`src/rtl/fp_ctrl_pkg.sv`:
```
// Shared types and constants for the floating-point adder control path:
// sequencer states, width constants and the one-hot stage-enable encoding.
package fp_ctrl_pkg;

    localparam int FP_DATA_WIDTH = 32;
    localparam int FP_MENT_WIDTH = 23;
    localparam int FP_EXPO_WIDTH = 8;

    // Largest useful alignment shift: past {carry, hidden, fraction} everything is shifted out.
    localparam int SHIFT_SAT = FP_MENT_WIDTH + 2;
    localparam int POS_WIDTH = $clog2(FP_MENT_WIDTH + 2) + 1;

    typedef enum logic [2:0] {
        IDLE,
        EXP_CMP,
        ALIGN,
        MANT_ADD,
        NORMALIZE,
        DONE
    } state_t;

    localparam logic [3:0] STAGE_NONE      = 4'b0000;
    localparam logic [3:0] STAGE_EXP_CMP   = 4'b0001;
    localparam logic [3:0] STAGE_ALIGN     = 4'b0010;
    localparam logic [3:0] STAGE_MANT_ADD  = 4'b0100;
    localparam logic [3:0] STAGE_NORMALIZE = 4'b1000;

    function automatic logic [3:0] stage_enable(input state_t s);
        case (s)
            EXP_CMP:   return STAGE_EXP_CMP;
            ALIGN:     return STAGE_ALIGN;
            MANT_ADD:  return STAGE_MANT_ADD;
            NORMALIZE: return STAGE_NORMALIZE;
            default:   return STAGE_NONE;
        endcase
    endfunction

endpackage

```
`src/rtl/fp_add_sequencer_if.sv`:
```
// Operand-in and result-out valid/ready handshakes of the adder sequencer.
// master = upstream producer / downstream consumer side, slave = the sequencer.
interface fp_add_sequencer_if
    import fp_ctrl_pkg::*;
#(
    parameter int DATA_WIDTH = FP_DATA_WIDTH
);
    logic                  in_valid;
    logic                  in_ready;
    logic [DATA_WIDTH-1:0] floating1_in;
    logic [DATA_WIDTH-1:0] floating2_in;
    logic                  out_valid;
    logic                  out_ready;

    modport master (
        output in_valid, floating1_in, floating2_in, out_ready,
        input  in_ready, out_valid
    );

    modport slave (
        input  in_valid, floating1_in, floating2_in, out_ready,
        output in_ready, out_valid
    );
endinterface

```
`src/rtl/fp_lead_one_detector.sv`:
```
// MSB-first priority encoder: index of the highest set bit, 0 with zero=1
// when the vector is all zeros.
module fp_lead_one_detector #(
    parameter int WIDTH = 25,
    parameter int POS_W = $clog2(WIDTH) + 1
) (
    input  logic [WIDTH-1:0] vec,
    output logic [POS_W-1:0] pos,
    output logic             zero
);

    // Ascending scan: the last hit wins, which gives the MSB priority.
    always_comb begin
        // NOTE: every output of a combinational block gets a default first,
        // otherwise paths that skip the assignment infer a latch.
        pos = '0;
        for (int i = 0; i < WIDTH; i++) begin
            if (vec[i]) pos = POS_W'(i);
        end
    end

    assign zero = ~|vec;

endmodule

```
`src/rtl/fp_add_sequencer.sv`:
```
// Multi-cycle control FSM for the single-precision adder datapath: steps the
// four stages one per cycle, latches their controls, and bypasses zero operands.
module fp_add_sequencer
    import fp_ctrl_pkg::*;
#(
    parameter int DATA_WIDTH = FP_DATA_WIDTH,
    parameter int MENT_WIDTH = FP_MENT_WIDTH,
    parameter int EXPO_WIDTH = FP_EXPO_WIDTH
) (
    input  logic                          clk,
    input  logic                          rst_n,
    fp_add_sequencer_if.slave             hs,
    input  logic                          flush,
    input  logic [EXPO_WIDTH:0]           exp_diff_in,
    input  logic [MENT_WIDTH+1:0]         addition_in,
    output logic [3:0]                    stage_en_out,
    output logic                          mux1_sel_out,
    output logic                          mux2_sel_out,
    output logic                          mux3_sel_out,
    output logic [EXPO_WIDTH-1:0]         rshift_out,
    output logic [$clog2(MENT_WIDTH+2):0] normalize_position_out,
    output logic                          valid_bit_out,
    output logic                          bypass_out,
    output logic                          bypass_sel_out
);

    localparam int SUM_W = MENT_WIDTH + 2;
    localparam int POS_W = $clog2(SUM_W) + 1;
    localparam logic [EXPO_WIDTH:0] SHIFT_LIMIT = (EXPO_WIDTH + 1)'(SUM_W);

    state_t state, state_next;

    logic                  op1_zero, op2_zero, take_bypass;
    logic                  accept, capture_exp, capture_pos, release_result;
    logic [EXPO_WIDTH:0]   diff_mag;
    logic [EXPO_WIDTH-1:0] rshift_next;
    logic [POS_W-1:0]      lead_pos;
    logic                  sum_zero;
    logic                  mux_sel_q;
    logic                  unused_sign;

    // A zero is exponent = 0 and fraction = 0; the sign bit does not matter.
    assign op1_zero    = (hs.floating1_in[DATA_WIDTH-2:0] == '0);
    assign op2_zero    = (hs.floating2_in[DATA_WIDTH-2:0] == '0);
    assign take_bypass = op1_zero | op2_zero;
    assign unused_sign = hs.floating1_in[DATA_WIDTH-1] ^ hs.floating2_in[DATA_WIDTH-1];

    // |exp_diff| as unsigned; -(-2^EXPO_WIDTH) wraps to the same bit pattern, which is correct unsigned.
    always_comb begin
        diff_mag    = exp_diff_in[EXPO_WIDTH] ? -exp_diff_in : exp_diff_in;
        rshift_next = (diff_mag > SHIFT_LIMIT) ? SHIFT_LIMIT[EXPO_WIDTH-1:0]
                                               : diff_mag[EXPO_WIDTH-1:0];
    end

    fp_lead_one_detector #(
        .WIDTH (SUM_W),
        .POS_W (POS_W)
    ) u_lead_one (
        .vec  (addition_in),
        .pos  (lead_pos),
        .zero (sum_zero)
    );

    always_ff @(posedge clk or negedge rst_n) begin
        // NOTE: sequential state uses non-blocking assignments so every flop
        // samples pre-edge values regardless of statement order.
        if (!rst_n) state <= IDLE;
        else        state <= state_next;
    end

    // Flush wins over everything, including a pending in_valid, and suppresses captures.
    always_comb begin
        state_next     = state;
        accept         = 1'b0;
        capture_exp    = 1'b0;
        capture_pos    = 1'b0;
        release_result = 1'b0;
        if (flush) begin
            state_next = IDLE;
        end else begin
            case (state)
                IDLE: begin
                    if (hs.in_valid) begin
                        accept     = 1'b1;
                        state_next = take_bypass ? DONE : EXP_CMP;
                    end
                end
                EXP_CMP: begin
                    capture_exp = 1'b1;
                    state_next  = ALIGN;
                end
                ALIGN:     state_next = MANT_ADD;
                MANT_ADD: begin
                    capture_pos = 1'b1;
                    state_next  = NORMALIZE;
                end
                NORMALIZE: state_next = DONE;
                DONE: begin
                    if (hs.out_ready) begin
                        release_result = 1'b1;
                        state_next     = IDLE;
                    end
                end
                default:   state_next = IDLE;
            endcase
        end
    end

    // Latched controls hold until the next capture; flush leaves them untouched.
    always_ff @(posedge clk or negedge rst_n) begin
        if (!rst_n) begin
            mux_sel_q              <= 1'b0;
            rshift_out             <= '0;
            normalize_position_out <= '0;
            valid_bit_out          <= 1'b0;
            bypass_out             <= 1'b0;
            bypass_sel_out         <= 1'b0;
        end else begin
            if (accept) begin
                bypass_out <= take_bypass;
                if (take_bypass) bypass_sel_out <= op1_zero;
            end
            if (capture_exp) begin
                mux_sel_q  <= ~exp_diff_in[EXPO_WIDTH];
                rshift_out <= rshift_next;
            end
            if (capture_pos) begin
                normalize_position_out <= lead_pos;
                valid_bit_out          <= ~sum_zero;
            end
            if (release_result) bypass_out <= 1'b0;
        end
    end

    assign mux1_sel_out = mux_sel_q;
    assign mux2_sel_out = mux_sel_q;
    assign mux3_sel_out = mux_sel_q;

    assign stage_en_out = stage_enable(state);
    assign hs.in_ready  = (state == IDLE);
    assign hs.out_valid = (state == DONE);

endmodule

```
`src/flat_wrapper.sv`:
```
// flat-port wrapper written by rule: the top's interface ports become plain ports
module fp_add_sequencer_flat import fp_ctrl_pkg::*;
#(
    parameter int DATA_WIDTH = FP_DATA_WIDTH,
    parameter int MENT_WIDTH = FP_MENT_WIDTH,
    parameter int EXPO_WIDTH = FP_EXPO_WIDTH
)
  (clk, rst_n, flush, exp_diff_in, addition_in, stage_en_out, mux1_sel_out, mux2_sel_out, mux3_sel_out, rshift_out, normalize_position_out, valid_bit_out, bypass_out, bypass_sel_out, hs_in_valid, hs_floating1_in, hs_floating2_in, hs_out_ready, hs_in_ready, hs_out_valid);
  fp_add_sequencer_if #(.DATA_WIDTH(DATA_WIDTH)) hs_i ();
  input  logic clk;
  input  logic rst_n;
  input  logic flush;
  input  logic [EXPO_WIDTH:0] exp_diff_in;
  input  logic [MENT_WIDTH+1:0] addition_in;
  output logic [3:0] stage_en_out;
  output logic mux1_sel_out;
  output logic mux2_sel_out;
  output logic mux3_sel_out;
  output logic [EXPO_WIDTH-1:0] rshift_out;
  output logic [$clog2(MENT_WIDTH+2):0] normalize_position_out;
  output logic valid_bit_out;
  output logic bypass_out;
  output logic bypass_sel_out;
  input wire logic [$bits(hs_i.in_valid)-1:0] hs_in_valid;
  input wire logic [$bits(hs_i.floating1_in)-1:0] hs_floating1_in;
  input wire logic [$bits(hs_i.floating2_in)-1:0] hs_floating2_in;
  input wire logic [$bits(hs_i.out_ready)-1:0] hs_out_ready;
  output wire logic [$bits(hs_i.in_ready)-1:0] hs_in_ready;
  output wire logic [$bits(hs_i.out_valid)-1:0] hs_out_valid;
  assign hs_i.in_valid = hs_in_valid;
  assign hs_i.floating1_in = hs_floating1_in;
  assign hs_i.floating2_in = hs_floating2_in;
  assign hs_i.out_ready = hs_out_ready;
  assign hs_in_ready = hs_i.in_ready;
  assign hs_out_valid = hs_i.out_valid;
  fp_add_sequencer #(.DATA_WIDTH(DATA_WIDTH), .MENT_WIDTH(MENT_WIDTH), .EXPO_WIDTH(EXPO_WIDTH)) u_core (.clk(clk), .rst_n(rst_n), .hs(hs_i), .flush(flush), .exp_diff_in(exp_diff_in), .addition_in(addition_in), .stage_en_out(stage_en_out), .mux1_sel_out(mux1_sel_out), .mux2_sel_out(mux2_sel_out), .mux3_sel_out(mux3_sel_out), .rshift_out(rshift_out), .normalize_position_out(normalize_position_out), .valid_bit_out(valid_bit_out), .bypass_out(bypass_out), .bypass_sel_out(bypass_sel_out));
endmodule
```
`config.mk`:
```
export PLATFORM = sky130hd
export DESIGN_NAME = fp_add_sequencer_flat
export DESIGN_NICKNAME = d
export VERILOG_FILES = /design/src/rtl/fp_ctrl_pkg.sv /design/src/rtl/fp_add_sequencer_if.sv /design/src/rtl/fp_lead_one_detector.sv /design/src/rtl/fp_add_sequencer.sv /design/src/flat_wrapper.sv
export SDC_FILE = /design/constraint.sdc
export NUM_CORES = 1
export LEC_CHECK = 0
export BUFFER_PORTS_ARGS = -buffer_cell sky130_fd_sc_hd__buf_2
export CAP_MARGIN = 20
export CORE_ASPECT_RATIO = 0.5
export CORE_MARGIN = 3
export CORE_UTILIZATION = 34
export DETAILED_ROUTE_END_ITERATION = 16
export PLACE_DENSITY = 0.86
export SYNTH_ARGS = -nofsm -noshare
export SYNTH_HDL_FRONTEND = slang
export SYNTH_SLANG_ARGS = --single-unit
```
`constraint.sdc`:
```
create_clock -name clk -period 1.7 [get_ports clk]
set_clock_uncertainty 0.15 [all_clocks]
set_input_delay 0.51 -clock clk [delete_from_list [all_inputs] [get_ports clk]]
set_output_delay 0.51 -clock clk [all_outputs]
set_load 0.01 [all_outputs]
```
## Word level (Yosys, flattened, before mapping)

Cells that the tools add are included.

- Input port bits: 103
- Flip-flop bits (word level): 21
- Logic and storage cells: 69
- Output and inout port bits: 26

- Bitwise operators: 2
- Equality and inequality tests: 7
- Magnitude comparators: 1
- Multiplexer cells: 44
- Add/subtract/negate cells: 1
- Reductions and logical operators: 7

Operators by type and width:

| operator | number |
|---|---|
| $mux W6 | 23 |
| $logic_not A31 Y1 | 2 |
| $reduce_or A25 Y1 | 1 |
| $pmux W3 S6 | 1 |
| $pmux W4 S4 | 1 |
| $mux W1 | 13 |
| $mux W3 | 4 |
| $gt A9 B5 Y1 const B | 1 |
| $mux W9 | 1 |
| $neg A9 Y9 | 1 |
| $mux W8 | 1 |
| $eq A3 B2 Y1 const B | 2 |
| $eq A3 B3 Y1 const B | 2 |
| $ne A3 B3 Y1 const B | 2 |
| $reduce_and A2 Y1 | 2 |
| $eq A3 B1 Y1 const B | 1 |
| $logic_not A3 Y1 | 1 |
| $reduce_bool A2 Y1 | 1 |
| $not A1 Y1 | 1 |
| $or A1 B1 Y1 | 1 |

## Longest topological paths before layout

- Depth after elaboration: 24
- Depth in mapped cells: 7
- Mapped depth without buffers: 7

## Modules after synthesis

Synthesis repeated with hierarchy kept, for this count alone.

- Cell total of the unflattened synthesis: 190
- Area, all modules: 1612.8 um^2

By module, submodules not included:

| module | instances | cells an instance | seq. area each (um^2) | area each (um^2) |
|---|---|---|---|---|
| fp_add_sequencer | 1 | 138 | 525.5 | 1313.8 |
| fp_lead_one_detector | 1 | 52 | 0.0 | 299.0 |

## Worst setup path after synthesis

No wires, ideal clock.

- Path type: input-to-reg
- Start: in exp_diff_in[0]
- End: reg u_core.rshift_out[2]
- Setup slack: -583 ps
- Library setup time: 121 ps
- Arrival time: 2011 ps
- Required time: 1429 ps
- Stages: 7
- Path buffers: 0
- Cell sequence: inv_1 -> ha_1 -> or3b_2 -> o31a_1 -> xor2_1 -> nor3_1 -> a32o_2

- Cells in the longest elaborated chain, start to end: 4

Ends and longest elaborated chain:

| item | RTL line | text |
|---|---|---|
| start: declaration | flat_wrapper.sv:13 | `input logic [EXPO_WIDTH:0] exp_diff_in;` |
| $neg A9 Y9 | fp_add_sequencer.sv:50 | `diff_mag = exp_diff_in[EXPO_WIDTH] ? -exp_diff_in : exp_diff_in;` |
| $mux W9 * | fp_add_sequencer.sv:50 |  |
| $gt A9 B5 Y1 | fp_add_sequencer.sv:51 | `rshift_next = (diff_mag > SHIFT_LIMIT) ? SHIFT_LIMIT[EXPO_WIDTH-1:0]` |
| $mux W8 * | fp_add_sequencer.sv:51 |  |
| end signal: assignment | fp_add_sequencer.sv:125 | `rshift_out <= rshift_next;` |
| end: declaration | fp_add_sequencer.sv:20 | `output logic [EXPO_WIDTH-1:0] rshift_out,` |

Every way passes the cells marked *; elsewhere a longest branch is shown, timed or not.
A chain may end at the register's enable or synchronous reset.

## Worst setup path in the final report

- Start: in exp_diff_in[1]
- End: reg u_core.rshift_out[2]

Same word-level chain as after synthesis.

==> metrics.log <==
INFO  metric io_buffers = around 130
INFO  metric critPathArrivalTime = 2.04 ns
INFO  metric initial_core_util = 0.366
INFO  metric via_count_of_the_first_global_routing_pass = slightly above 2,000
INFO  metric via_count = between 1,500 and 2,000
INFO  metric antenna_left = 0
INFO  metric dp.final_hpwl = about 4500 um
INFO  metric cts_max_path_buffers = 2
INFO  metric fp-row-count = 16
INFO  metric power.ir.vdd_worst = between 0.3 and 0.4 mV
INFO  metric routed_via_density = 5.15
INFO  metric numCtsBuffers = 3
INFO  metric postSynth.topFlopCell = sky130_fd_sc_hd__dfrtp_1
INFO  metric synth_sequential_area_ratio = 0.338
INFO  metric outcome = complete, but fails checks
INFO  metric synth_cell_type_count = 46
INFO  metric die-area = ~5200 um^2
INFO  metric cp.required = between 1.5 and 2 ns
INFO  metric multi_input_area = roughly 930 um^2
INFO  metric reg2regPathDepth = 3
INFO  metric grt_setup_unrepaired = yes
INFO  metric global_route_wire_length_before_repair = 8870 um
INFO  metric die-height = about 53 um
INFO  metric postSynthRegisterBits = 20
INFO  metric final_util = 0.615
INFO  metric synth_top_area_share = 0.338
INFO  metric gp_congestion = 0.934
INFO  metric clock-sinks = 20
INFO  metric hold_path.class = in -> async
INFO  metric clock_latency_reported_for_the_late_side_of_the_worst_skew_pair = ~0.26 ns
INFO  metric root_buffer = sky130_fd_sc_hd__clkbuf_8
INFO  metric regToRegEndpoint = u_core.normalize_position_out[1]$_DFFE_PN0P_
INFO  metric pwr_density_cell = ~740 nW/um^2
INFO  metric timing_worst_setup_path_type = in -> reg
INFO  metric setup_violations = 11
INFO  metric register_area = around 500 um^2
INFO  metric fillers = around 370
INFO  metric layout-drive-gt1-share = 0.523
INFO  metric clk_pin_slew_worst_paths = 0.08 ns
INFO  metric reg2reg_slack = ~0.02 ns
INFO  metric remaining_drc_errors = 0
INFO  metric tritoncts = yes
INFO  metric syn-num-nets = between 200 and 300
INFO  metric setup.worst_path.start_class = input pin
INFO  metric drv_cap = 0
INFO  metric worst_slack = -0.335 ns
INFO  metric boundaryPins = ~130
INFO  metric ctsHtreeMaxLevel = 1
INFO  metric globalRouteTotalUtil = 0.208
INFO  metric yosysWarnings = 0
INFO  metric final-max-slew-violation-count = 0
INFO  metric yosysTopAreaCell = sky130_fd_sc_hd__dfrtp_1
INFO  metric grt_max_degree = 21
INFO  metric synthTopCellsByArea = sky130_fd_sc_hd__dfrtp_1, sky130_fd_sc_hd__nor2_1, sky130_fd_sc_hd__nor4_1
INFO  metric globalRouteOverflowTotal = 0
INFO  metric timing.final.crit_share = 1.20
INFO  metric mostFrequentLayoutCell = sky130_fd_sc_hd__buf_2
INFO  metric count_of_flip_flops_with_a_built_in_enable_after_synthesis = 0
INFO  metric crit_path_max_fanout = 4
INFO  metric area_growth = 68.0%
INFO  metric post_synth_inst_count = roughly 190
INFO  metric layout_common_cells = sky130_fd_sc_hd__buf_2, sky130_fd_sc_hd__nor2_1, sky130_fd_sc_hd__buf_4, sky130_fd_sc_hd__dfrtp_1, sky130_fd_sc_hd__nor4_1
INFO  metric async_reset_ff_frac = 1.00
INFO  metric drt-pass1-iter-count = 4
INFO  metric die_w = ~99 um
INFO  metric failed_checks = negative setup slack
INFO  metric fmax = 491 MHz
INFO  metric netlist_area = between 1000 and 1500 um^2
INFO  metric detail_route.wl_per_cell = 14.2 um
INFO  metric syn_avg_cell_area = ~8 um^2
INFO  metric postRouteWirelength = approximately 5400 um
INFO  metric drt_iter0_drc = between 50 and 60
INFO  metric layout_min_cycle_time = between 2 and 2.5 ns
INFO  metric core_region_area = roughly 4000 um^2
INFO  metric hold_viol = 0
INFO  metric antenna_found_initial = 0
INFO  metric r2r_start = u_core.state[0]$_DFFE_PN0P_
INFO  metric n_antenna_cell = 0
INFO  metric nets = 434
INFO  metric setup-tns-final = -2.55 ns
INFO  metric static_leakage_power = between 1 and 1.5 nW
INFO  metric cp-end-kind = flip-flop
## final cells by class
type	count	share of cell area
clock buffers	3	0.0166
clock inverters	1	0.0121
inverters	10	0.0221
multi-input cells	145	0.374
flip-flops and latches	20	0.202
well taps	54	0.0271
repair buffers	150	0.346
## what timing repair did
item | 4_1_cts | 5_1_grt
pin swaps | 6 | 2
buffers inserted | 3 | 2
setup endpoints to repair | 11 | 14
gates resized for setup | 16 | 4
hold endpoints to repair | 0 | 0
hold buffers | 0 | 0
## how the worst max path moves through the flow
stage                     slack (ns)      startpoint  cells after the start                                to
final                          -0.33  exp_diff_in[1]                      8  u_core.rshift_out[2]$_DFFE_PN0P_
after detailed placement       -0.68  exp_diff_in[1]                      8  u_core.rshift_out[2]$_DFFE_PN0P_
after floorplan                -0.45  exp_diff_in[1]                      7  u_core.rshift_out[2]$_DFFE_PN0P_
after global placement         -0.65  exp_diff_in[1]                      8  u_core.rshift_out[2]$_DFFE_PN0P_
after global routing           -0.36  exp_diff_in[1]                      8  u_core.rshift_out[2]$_DFFE_PN0P_
after CTS                      -0.29  exp_diff_in[0]                      6  u_core.rshift_out[2]$_DFFE_PN0P_
## cells by family after synthesis
logic type	synth area share
muxes	0.0135
buffers and inverters	0.0701
adders and majority gates	0.00844
other	0.00253
xor gates and xnor gates	0.0296
AOI/OAI and AO/OA	0.206
and+or+nand+nor	0.332
DFF	0.338
## metal layers
layer  wire, um  vias up  track usage
li1           -      976            -
met2       2860       76        0.414
met1       2180      914        0.228
met5          0        -            0
met3        287        8       0.0425
met4         97        0       0.0590
## worst max-delay path: stages
cell                     delay (ns)
sky130_fd_sc_hd__buf_12        0.11
sky130_fd_sc_hd__inv_12        0.04
sky130_fd_sc_hd__ha_4          0.12
sky130_fd_sc_hd__or3b_4        0.38
sky130_fd_sc_hd__o31a_1        0.28
sky130_fd_sc_hd__xor2_2        0.22
sky130_fd_sc_hd__nor3_1        0.09
sky130_fd_sc_hd__a32o_2        0.27
## flip-flops by register name, summed over array words and instances (netlist names)
| signal | flops |
|---|---|
| u_core.valid_bit_out | 1 |
| u_core.bypass_sel_out | 1 |
| u_core.normalize_position_out | 5 |
| u_core.mux1_sel_out | 1 |
| u_core.rshift_out | 8 |
| u_core.state | 3 |
| u_core.bypass_out | 1 |
## per-stage QoR
stage	hold WS (ns)	setup WS (ns)	power [W]	instances	cell area (um^2)
after detailed placement	0.319	-0.684	0.00132	374	2300
after CTS	0.0576	-0.292	0.00183	381	2450
after global placement	0.312	-0.645	0.00130	374	2300
final	0.0433	-0.335	0.00184	383	2490
after global routing	0.0785	-0.360	0.00195	383	2490
after floorplan	0.0644	-0.453	0.000974	185	1530
## power by group
part | switching [W] | total (W) | internal, W
logic | 0.000344 | 0.000704 | 0.000360
registers | 0.0000765 | 0.000657 | 0.000580
clock network | 0.000164 | 0.000478 | 0.000314
## synth_stat cells (3+ instances only)
library cell	instances
sky130_fd_sc_hd__a31oi_1	5
sky130_fd_sc_hd__a21oi_1	7
sky130_fd_sc_hd__nor3_1	11
sky130_fd_sc_hd__inv_1	10
sky130_fd_sc_hd__clkbuf_1	5
sky130_fd_sc_hd__nor2_1	30
sky130_fd_sc_hd__xor2_1	3
sky130_fd_sc_hd__buf_4	3
sky130_fd_sc_hd__nand2_1	12
sky130_fd_sc_hd__o21ai_0	9
sky130_fd_sc_hd__and2_1	3
sky130_fd_sc_hd__dfrtp_1	20
sky130_fd_sc_hd__o31ai_1	3
sky130_fd_sc_hd__nor2b_1	3
sky130_fd_sc_hd__a22o_1	3
sky130_fd_sc_hd__nand4_1	4
sky130_fd_sc_hd__nor3b_1	3
sky130_fd_sc_hd__nor4_1	17
(Power assumes the default switching activity.)
